`config.mk`:
```
export PLATFORM = sky130hd
export DESIGN_NAME = node_ram_arbiter
export DESIGN_NICKNAME = d
export VERILOG_FILES = /design/src/rtl/node_ram_arbiter.sv
export SDC_FILE = /design/constraint.sdc
export NUM_CORES = 1
export LEC_CHECK = 0
export ABC_AREA = 1
export CAP_MARGIN = 15
export CORE_MARGIN = 2
export CORE_UTILIZATION = 27
export CTS_CLUSTER_DIAMETER = 200
export DETAILED_ROUTE_END_ITERATION = 7
export HOLD_SLACK_MARGIN = 0.15
export PLACE_DENSITY = 0.92
export SYNTH_ARGS = -nofsm -noshare
export SYNTH_HDL_FRONTEND = slang
export SYNTH_SLANG_ARGS = --single-unit
```
`constraint.sdc`:
```
create_clock -name clk -period 2.2 [get_ports clk]
set_clock_uncertainty 0.15 [all_clocks]
set_input_delay 0.44 -clock clk [delete_from_list [all_inputs] [get_ports clk]]
set_output_delay 0.44 -clock clk [all_outputs]
set_load 0.02 [all_outputs]
```
`src/rtl/node_ram_arbiter.sv`:
```
// node_ram_arbiter: shares one 2-cycle-latency RAM port between three
// requesters (0=build, 1=search, 2=display). Round-robin arbitration with an
// optional lock so a requester can chain up to four accesses (read-modify-write).
//
// Handshake: a requester raises req[i] and holds addr/we/wdata stable while
// gnt[i] is high. The access is committed once gnt[i] rises; dropping req
// afterwards does not abort it. done[i] pulses for one cycle when the access
// completes, and rdata carries the read word in that same cycle. Holding
// lock[i] and req[i] during the done cycle chains another access without
// releasing gnt[i].
module node_ram_arbiter (
  input  logic        clk,
  input  logic        program_reset,
  input  logic [2:0]  req,
  input  logic [2:0]  lock,
  input  logic [2:0]  we,
  input  logic [23:0] addr,
  input  logic [47:0] wdata,
  input  logic [15:0] ram_q,
  output logic [2:0]  gnt,
  output logic [2:0]  done,
  output logic [15:0] rdata,
  output logic [7:0]  ram_addr,
  output logic [15:0] ram_wdata,
  output logic        ram_we,
  output logic        busy,
  output logic [1:0]  current_state
);

  localparam logic [1:0] S_IDLE   = 2'd0;
  localparam logic [1:0] S_ACCESS = 2'd1;
  localparam logic [1:0] S_WAIT   = 2'd2;
  localparam logic [1:0] S_DONE   = 2'd3;

  logic [1:0] r_state;
  logic [1:0] r_owner;
  logic [1:0] r_last_owner;
  logic [1:0] r_lock_cnt;

  logic [1:0]  w_cand0;
  logic [1:0]  w_cand1;
  logic [1:0]  w_cand2;
  logic [1:0]  w_next_owner;
  logic [2:0]  w_owner_oh;
  logic        w_own_req;
  logic        w_own_lock;
  logic        w_own_we;
  logic [7:0]  w_own_addr;
  logic [15:0] w_own_wdata;

  // Round-robin search order: the requester after last_owner comes first.
  always_comb begin
    w_cand0      = (r_last_owner == 2'd2) ? 2'd0 : r_last_owner + 2'd1;
    w_cand1      = (w_cand0 == 2'd2) ? 2'd0 : w_cand0 + 2'd1;
    w_cand2      = (w_cand1 == 2'd2) ? 2'd0 : w_cand1 + 2'd1;
    w_next_owner = w_cand2;
    if (req[w_cand0])      w_next_owner = w_cand0;
    else if (req[w_cand1]) w_next_owner = w_cand1;
  end

  // Select the current owner's request signals; inputs of others are ignored.
  always_comb begin
    w_own_req   = req[0];
    w_own_lock  = lock[0];
    w_own_we    = we[0];
    w_own_addr  = addr[7:0];
    w_own_wdata = wdata[15:0];
    w_owner_oh  = 3'b001;
    case (r_owner)
      2'd1: begin
        w_own_req   = req[1];
        w_own_lock  = lock[1];
        w_own_we    = we[1];
        w_own_addr  = addr[15:8];
        w_own_wdata = wdata[31:16];
        w_owner_oh  = 3'b010;
      end
      2'd2: begin
        w_own_req   = req[2];
        w_own_lock  = lock[2];
        w_own_we    = we[2];
        w_own_addr  = addr[23:16];
        w_own_wdata = wdata[47:32];
        w_owner_oh  = 3'b100;
      end
      default: ;
    endcase
  end

  // Arbitration FSM: IDLE -> ACCESS -> WAIT -> DONE, with locked chaining.
  always_ff @(posedge clk) begin
    if (program_reset) begin
      r_state      <= S_IDLE;
      r_owner      <= 2'd0;
      r_last_owner <= 2'd2;
      r_lock_cnt   <= 2'd0;
    end else begin
      case (r_state)
        S_IDLE: begin
          if (|req) begin
            r_owner <= w_next_owner;
            r_state <= S_ACCESS;
          end
        end
        S_ACCESS: r_state <= S_WAIT;
        S_WAIT:   r_state <= S_DONE;
        default: begin
          r_last_owner <= r_owner;
          if (w_own_lock && w_own_req && (r_lock_cnt != 2'd3)) begin
            r_state    <= S_ACCESS;
            r_lock_cnt <= r_lock_cnt + 2'd1;
          end else begin
            r_state    <= S_IDLE;
            r_lock_cnt <= 2'd0;
          end
        end
      endcase
    end
  end

  // Outputs decoded from state; RAM bus is zeroed whenever it is not in use.
  always_comb begin
    busy          = (r_state != S_IDLE);
    gnt           = busy ? w_owner_oh : 3'b000;
    done          = (r_state == S_DONE) ? w_owner_oh : 3'b000;
    rdata         = (r_state == S_DONE) ? ram_q : 16'h0000;
    ram_we        = (r_state == S_ACCESS) && w_own_we;
    ram_addr      = (r_state == S_ACCESS) ? w_own_addr : 8'h00;
    ram_wdata     = (r_state == S_ACCESS) ? w_own_wdata : 16'h0000;
    current_state = r_state;
  end

endmodule

```
### Yosys cells after proc, flatten, opt, wreduce, memory -nomap -nowiden

Cells that the tools add are included.

| word-level totals | value |
|---|---|
| logic and storage cells | 52 |
| input bits | 99 |
| output and inout bits | 50 |
| bits in registers | 8 |

| cells by class | value |
|---|---|
| equal/unequal tests | 10 |
| add/sub/neg operators | 4 |
| reduce and logical (&&, ||, !) cells | 8 |
| multiplexer cells | 24 |
| $lt $le $gt $ge | 2 |

Operator list:

| cell | number |
|---|---|
| 16-bit 2-to-1 mux | 2 |
| 16-bit one-hot mux with 2 select lines | 1 |
| 8-bit one-hot mux with 2 select lines | 1 |
| 2-bit 2-to-1 mux | 7 |
| 2-bit == test, second input constant | 6 |
| 2-bit by 1-bit adder with 2-bit output, second input constant | 4 |
| 8-bit 2-to-1 mux | 1 |
| 2-bit by 3-bit < comparator with 1-bit output, second input constant | 2 |
| 3-bit 2-to-1 mux | 2 |
| 1-bit one-hot mux with 2 select lines | 3 |
| 2-bit one-hot mux with 3 select lines | 1 |
| 3-bit one-hot mux with 2 select lines | 1 |
| 3-bit OR reduction | 2 |
| 1-bit binary-select mux with 2-bit select | 2 |
| 2-bit by 1-bit == test with 1-bit output, second input constant | 2 |
| 2-bit inequality test, second input constant | 2 |
| 1-bit logical AND | 3 |
| 1-bit 2-to-1 mux | 3 |
| 2-bit zero test | 1 |
| 2-bit AND reduction | 1 |
| 2-bit nonzero test | 1 |

### Longest topological paths before layout

Gate-level depths: netlist of the first run.

| depth | value |
|---|---|
| depth in word-level cells | 8 |
| depth in mapped cells | 9 |
| gate-level depth less buffers | 8 |

### Worst setup path before layout of the first run

Ideal clock, no wire load.

| path | value |
|---|---|
| kind | reg2out |
| start point | reg r_owner[0] |
| end point | out ram_addr[3] |
| stages on the path, launching flop included | 8 |
| data required time | 1.610 ns |
| arrival | 1.515 ns |
| path buffers | 2 |
| path slack | 0.095 ns |
| cells stage by stage | dfxtp_1 inv_1 ha_1 buf_2 inv_2 buf_2 o21ai_1 a21oi_1 |

| on the way | value |
|---|---|
| word-level cells in the longest chain between the ends | 3 |
| elaborated cells between the ends (all ways) | 4 |
| classes of those cells | eq/ne (2); mux (2) |

Ends and longest elaborated chain:

| item | line | RTL |
|---|---|---|
| start, declared | 36 | `logic [1:0] r_owner;` |
| start signal, assigned | 101 | `r_owner <= w_next_owner;` |
| 2-bit == test or 2-bit by 1-bit == test with 1-bit output (tied branches) | 69 | `case (r_owner)` |
| 8-bit one-hot mux with 2 select lines (*) | 69 |  |
| 8-bit 2-to-1 mux (*) | 128 | `ram_addr = (r_state == S_ACCESS) ? w_own_addr : 8'h00;` |
| end, declared | 23 | `output logic [7:0] ram_addr,` |

Mark *: on every way between the ends. The rest lies on a longest branch, timed or not.

### Worst setup path after layout of the first run

| path | value |
|---|---|
| start point | reg r_owner[0] |
| end point | out ram_we |

| on the way | value |
|---|---|
| word-level cells in the longest chain between the ends | 3 |
| elaborated cells between the ends (all ways) | 4 |
| classes of those cells | eq/ne (2); mux (1); reduce/logical (1) |

Ends and longest elaborated chain:

| item | line | RTL |
|---|---|---|
| 2-bit == test or 2-bit by 1-bit == test with 1-bit output (tied branches) | 69 |  |
| 1-bit one-hot mux with 2 select lines (*) | 69 |  |
| 1-bit logical AND (*) | 127 | `ram_we = (r_state == S_ACCESS) && w_own_we;` |
| end, declared | 25 | `output logic ram_we,` |

Marks and branches as above.

==> impl_metrics.env, run 1 <==
export IMPL_powerDensity_nw_per_um2=1049
export IMPL_cp_arrival_ns=1.55
export IMPL_clk_path_buf_depth=2
export IMPL_critPathMaxFanout=11
export IMPL_power_leakage_nw=1.413
export IMPL_reg2reg_depth=8
export IMPL_cts_setup_buffers=0
export IMPL_drc=0
export IMPL_seqCellArea_um2=160.2
export IMPL_via_per_inst=4.848
export IMPL_peakVddDrop_mv=0.5429
export IMPL_final_nets=504
export IMPL_cts_sinks=8
export IMPL_multiInputGateArea_um2=860.8
export IMPL_dieArea_um2=5052
export IMPL_synth_top_family_by_area="compound AO/OA/AOI/OAI gates"
export IMPL_status="finished clean"
export IMPL_via_count=2172
export IMPL_postCtsHoldBufs=0
export IMPL_syn_inst=236
export IMPL_p_sw_mw=1.533
export IMPL_yosys_area_top_type="a21oi_1"
export IMPL_fmax_mhz=467.9
export IMPL_syn_area_um2=1215
export IMPL_fillCellCount=396
export IMPL_start_util_pct=27.90
export IMPL_layoutNonFillerInstCount=448
export IMPL_switching_share_pct=51.06
export IMPL_drv_cap=0
export IMPL_grt_setup_unrepaired="true"
export IMPL_clockRootBuffer="clkbuf_8"
export IMPL_setup_tns_ns=0
export IMPL_holdPathStages=2
export IMPL_grt_max_degree=20
export IMPL_dp_hpwl_um=4726
export IMPL_syn_area_per_cell_um2=5.148
export IMPL_insertion_delay_ns=0.23
export IMPL_worstMarginPinSlew_ns=0.2245
export IMPL_cts_buffers=3
export IMPL_syn2layout_area_growth_pct=135.5
export IMPL_clockPowerShare_pct=6.0
export IMPL_routedWlPerCell_um=12.86
export IMPL_antenna_found_initial=0
export IMPL_path_buf_inv=3
export IMPL_synth_warnings=0
export IMPL_synthTopCellsByArea="a21oi_1 (24%), nand2_1 (19%), dfxtp_1 (13%), inv_1 (9.6%), o21ai_1 (8.2%)"
export IMPL_hold_viol=0
export IMPL_start_kind="flip-flop"
export IMPL_dieHeight_um=71.08
export IMPL_maxSlewHeadroom_pct=84.92
export IMPL_first_global_vias=2171
export IMPL_ys_seq_area_share_pct=13.18
export IMPL_drt_pass1_iter_count=4
export IMPL_syn_num_nets=342
export IMPL_finalWeightedCongestion=0.8961
export IMPL_synth_compound_area_share_pct=37.49
export IMPL_comb_power_share_pct=86.8
export IMPL_placedCellCount=444
export IMPL_cts_htree_levels=1
export IMPL_io_buffers=148
export IMPL_synthDominantCellAreaShare_pct=24.30
export IMPL_postRouteAntennaNets=0
export IMPL_cp_cell_sequence="inv_1 -> ha_4 -> buf_4 -> a21oi_1 -> a21oi_1 -> buf_4"
export IMPL_drt_wl_total_um=5760
export IMPL_grt_pass1_wl_um=9142
export IMPL_setup_viol=0
export IMPL_clkTransAtPathRegs_ns=0.04
export IMPL_critPathCaptureType="primary output"
export IMPL_diodes=0
export IMPL_cpPeakStageDelay_ns=0.32
export IMPL_first_iter_violations=79
export IMPL_final_setup_worst_slack_ns=0.06262
export IMPL_synth_seq_cells=8
export IMPL_synth_cell_types=16
export IMPL_grt_overflow=0
export IMPL_min_period_over_period_pct=97.15
export IMPL_fp_row_count=24
export IMPL_layout_drive_gt1_share_pct=16.92
export IMPL_power_internal_mw=1.469
export IMPL_io_pins=149
export IMPL_fin_util_pct=65.72
export IMPL_synth_fa_ha_area_share_pct=7.209
export IMPL_synth_simple_gate_area_share_pct=25.13
export IMPL_min_path_type="flip-flop to flip-flop"
export IMPL_chipWidth_um=71.08
export IMPL_cts_tree="built"
export IMPL_crit_cells=6
export IMPL_slew_violations=0
export IMPL_hold_ws_ns=0.3301
export IMPL_crit_slowest_cell="dfxtp_1"
export IMPL_pwr_share_seq_pct=7.2
export IMPL_track_usage_pct=21.83
export IMPL_critPathTopFamily="buffers and inverters"
export IMPL_min_period_ns=2.137
export IMPL_yosys_mux_area_fraction_pct=0
export IMPL_path_class="flip-flop to primary output"
export IMPL_synthXorXnorAreaFrac_pct=0
export IMPL_core_um2=4354
export IMPL_worstPathRequired_ns=1.61
export IMPL_place_worst_setup_slack_ns=-0.2176
## registers in the layout (all words and copies together) (netlist names)
name           flops
r_lock_cnt         2
current_state      2
r_last_owner       2
r_owner            2
## placed cells by master, fill, tap and decap left out, types with 2 or more instances in the layout
master,synthesis,final
nor2_1,8,8
clkdlybuf4s50_1,0,100
nand2_1,62,62
dlygate4sd2_1,0,2
o21ai_0,12,9
ha_1,7,6
o21ai_1,20,23
buf_12,0,3
dfxtp_1,8,8
nand3_1,4,4
buf_8,0,2
buf_2,9,16
clkbuf_2,0,8
clkdlybuf4s15_1,0,13
buf_4,0,26
nor3_1,2,2
inv_1,31,31
inv_2,6,5
a21oi_1,59,59
clkbuf_8,0,3
## worst paths after layout
kind,slack (ns),from,endpoint
worst min-delay path,0.33,r_lock_cnt[1],r_lock_cnt[1]
worst max register to register,0.53,current_state[0],r_lock_cnt[0]
worst max-delay path,0.06,r_owner[0],ram_we
worst min register to register,0.33,r_lock_cnt[1],r_lock_cnt[1]
## layout make-up
cell class                      count  share of cell area (%)
Clock buffer                        3                   1.443
Inverter                           37                   5.028
Multi-Input combinational cell    176                   30.08
Sequential cell                     8                   5.597
Tap cell                           52                   2.274
Timing Repair Buffer              172                   55.58
## per-layer routing
metal / vias to the layer above / wire length, µm / share of wire (%) / track usage, %
met1: 959 / 2283 / 40 / 23.30
met5: - / 0 / 0 / 0
met3: 11 / 488 / 8.5 / 5.413
met2: 117 / 2901 / 50 / 42.58
met4: 0 / 87 / 1.5 / 5.031
li1: 1085 / - / - / -
## worst register-to-register path: stages (launching register included)
cell and delay [ns]:
dfxtp_1 0.36, buf_4 0.14, ha_1 0.21, buf_4 0.16, inv_2 0.04, or2_0 0.19
nor2_1 0.12, nand2_1 0.09, a21oi_1 0.14
## cells by family after synthesis
| logic type | after synthesis |
|---|---|
| AOI/OAI and AO/OA | 91 |
| DFF | 8 |
| adders and majority gates | 7 |
| buffers and inverters | 52 |
| and+or+nand+nor | 78 |
## cells in the mapped netlist
cell and n:
nand4_1 1, nand3_1 4, inv_2 6, clkbuf_1 4, nand2_1 62, inv_1 31, nor3_1 2, o21ai_0 12
ha_1 7, o21ai_1 20, nor2_1 8, buf_1 2, or2_0 1, a21oi_1 59, dfxtp_1 8, buf_2 9
## power groups by stage
| stage | clock network (mW) | registers (mW) | logic (mW) |
|---|---|---|---|
| 3_5_place_dp | 0 | 0.216 | 2.62 |
| 5_1_grt | 0.196 | 0.221 | 2.84 |
| 2_1_floorplan | 0 | 0.238 | 1.33 |
| 6_report | 0.181 | 0.216 | 2.61 |
| 4_1_cts | 0.186 | 0.214 | 2.43 |
| 3_3_place_gp | 0 | 0.213 | 2.59 |
## timing repair
action / CTS / global route
resized for setup: 126 / 46
hold endpoints to repair: 0 / 0
endpoints found under the setup margin: 48 / 46
gates cloned: 0 / 1
## through the flow
stage	instance area, µm²	power [mW]
6_report	2861	3.002
3_5_place_dp	2904	2.838
4_1_cts	2810	2.828
3_3_place_gp	2904	2.800
2_1_floorplan	1215	1.570
5_1_grt	2861	3.256
Note: power is estimated with default switching activity, not from simulation.
==> run 2: changes to the inputs <==
Clock period 2.2 ns to 2.4 ns, I/O delays scaled along.
==> run 2 against run 1 <==
Against the previous run:
- clock-buffer cell count stayed put
- die area unchanged
- non-clock buffer count down 7
- clock power decreased by 3%
- wire length decreased by 1.4%
- highest routed layer unchanged
==> impl_metrics.env, run 2 (synthesized netlist as in run 1, its figures left out) <==
export IMPL_setup_tns_ns=0
export IMPL_io_pins=149
export IMPL_fmax_mhz=440.0
export IMPL_layoutNonFillerInstCount=441
export IMPL_peakVddDrop_mv=0.5172
export IMPL_grt_setup_unrepaired="false"
export IMPL_p_sw_mw=1.362
export IMPL_grt_pass1_wl_um=8866
export IMPL_grt_max_degree=26
export IMPL_cp_cell_sequence="inv_1 -> ha_2 -> buf_4 -> a21oi_1 -> a21oi_1 -> clkdlybuf4s15_1"
export IMPL_cts_tree="built"
export IMPL_dp_hpwl_um=4593
export IMPL_drt_wl_total_um=5677
export IMPL_worstMarginPinSlew_ns=0.2640
export IMPL_io_buffers=148
export IMPL_crit_slowest_cell="ha_2"
export IMPL_cp_arrival_ns=1.64
export IMPL_placedCellCount=438
export IMPL_final_common_cell="clkdlybuf4s50_1"
export IMPL_multiInputGateArea_um2=850.8
export IMPL_first_iter_violations=58
export IMPL_placed_area_um2=2859
export IMPL_maxSlewHeadroom_pct=82.26
export IMPL_cts_sinks=8
export IMPL_drv_cap=0
export IMPL_final_area_um2=2780
export IMPL_hold_viol=0
export IMPL_critPathMaxFanout=11
export IMPL_clk_path_buf_depth=2
export IMPL_fp_row_count=24
export IMPL_drc=0
export IMPL_cts_setup_buffers=0
export IMPL_clockRootBuffer="clkbuf_8"
export IMPL_comb_power_share_pct=85.2
export IMPL_min_period_over_period_pct=94.70
export IMPL_final_nets=497
export IMPL_start_util_pct=27.90
export IMPL_dieArea_um2=5052
export IMPL_min_path_type="flip-flop to flip-flop"
export IMPL_insertion_delay_ns=0.24
export IMPL_power_leakage_nw=1.485
export IMPL_min_period_ns=2.273
export IMPL_antenna_found_initial=0
export IMPL_status="finished clean"
export IMPL_via_per_inst=4.848
export IMPL_finalWeightedCongestion=0.8495
export IMPL_mostFrequentLayoutCells="clkdlybuf4s50_1 (100), nand2_1 (62), a21oi_1 (59)"
export IMPL_cts_buffers=3
export IMPL_powerDensity_nw_per_um2=908.3
export IMPL_critPathCaptureType="primary output"
export IMPL_via_count=2138
export IMPL_core_um2=4354
export IMPL_pwr_share_seq_pct=7.9
export IMPL_cts_htree_levels=1
export IMPL_clockPowerShare_pct=6.9
export IMPL_drt_pass1_iter_count=4
export IMPL_track_usage_pct=21.42
export IMPL_hold_ws_ns=0.3339
export IMPL_postCtsHoldBufs=0
export IMPL_syn2layout_area_growth_pct=128.8
export IMPL_diodes=0
export IMPL_worstPathRequired_ns=1.77
export IMPL_setup_viol=0
export IMPL_fillCellCount=398
export IMPL_cpPeakStageDelay_ns=0.35
export IMPL_seqCellArea_um2=160.2
export IMPL_switching_share_pct=53.93
export IMPL_layout_drive_gt1_share_pct=13.11
export IMPL_place_worst_setup_slack_ns=-0.07801
export IMPL_grt_overflow=0
export IMPL_path_common_cell="a21oi_1"
export IMPL_routedWlPerCell_um=12.87
export IMPL_chipWidth_um=71.08
export IMPL_path_class="flip-flop to primary output"
export IMPL_power_internal_mw=1.163
export IMPL_slew_violations=0
export IMPL_dieHeight_um=71.08
export IMPL_first_global_vias=2003
export IMPL_postRouteAntennaNets=0
export IMPL_clkTransAtPathRegs_ns=0.05
export IMPL_final_setup_worst_slack_ns=0.1271
export IMPL_start_kind="flip-flop"
==> run 2: per-layer routing <==
metal	share of wire, %	global-route usage, %	vias to the layer above
met4	1.5	6.918	0
li1	-	-	1069
met2	51	40.71	116
met1	38	22.87	943
met5	0	0	-
met3	9.6	5.413	10
==> run 2: path summary, 6_finish.rpt <==
path | start | to | slack, ns | depth (start not counted)
hold reg to reg | r_lock_cnt[0] | r_lock_cnt[0] | 0.33 | 2
hold / removal | r_lock_cnt[0] | r_lock_cnt[0] | 0.33 | 2
setup reg to reg | current_state[1] | r_lock_cnt[0] | 0.76 | 8
setup / recovery | r_owner[0] | ram_addr[3] | 0.13 | 6
==> run 2: layout make-up <==
cell class	instances	area share, %
Timing Repair Buffer	165	54.82
Multi-Input combinational cell	176	30.60
Sequential cell	8	5.761
Inverter	37	4.995
Tap cell	52	2.340
Clock buffer	3	1.485
==> run 2: repair_timing <==
action / 4_1_cts / 5_1_grt
pin swaps: 0 / 0
endpoints found under the setup margin: 43 / 30
gates cloned: 0 / 0
gates resized for setup: 55 / 46
==> run 2: power groups by stage <==
stage | Combinational [mW] | Sequential, mW | Clock (mW)
3_3_place_gp | 2.30 | 0.200 | 0
2_1_floorplan | 1.22 | 0.219 | 0
6_report | 2.15 | 0.200 | 0.175
4_1_cts | 2.20 | 0.201 | 0.179
3_5_place_dp | 2.33 | 0.203 | 0
5_1_grt | 2.34 | 0.207 | 0.181
==> run 2: through the flow <==
stage	power, mW	utilization, %
after floorplan	1.439	-
after global placement	2.500	65.66
after detailed placement	2.538	65.66
after CTS	2.579	65.75
after global routing	2.732	63.85
final	2.525	63.85
==> run 2: worst max-delay path, delay by kind of cell, from the launching register on <==
family          cells  cell delay [ns]
buf+inv             3             0.56
compound gates      2             0.18
fa+ha+maj           1             0.35
flops               1             0.32
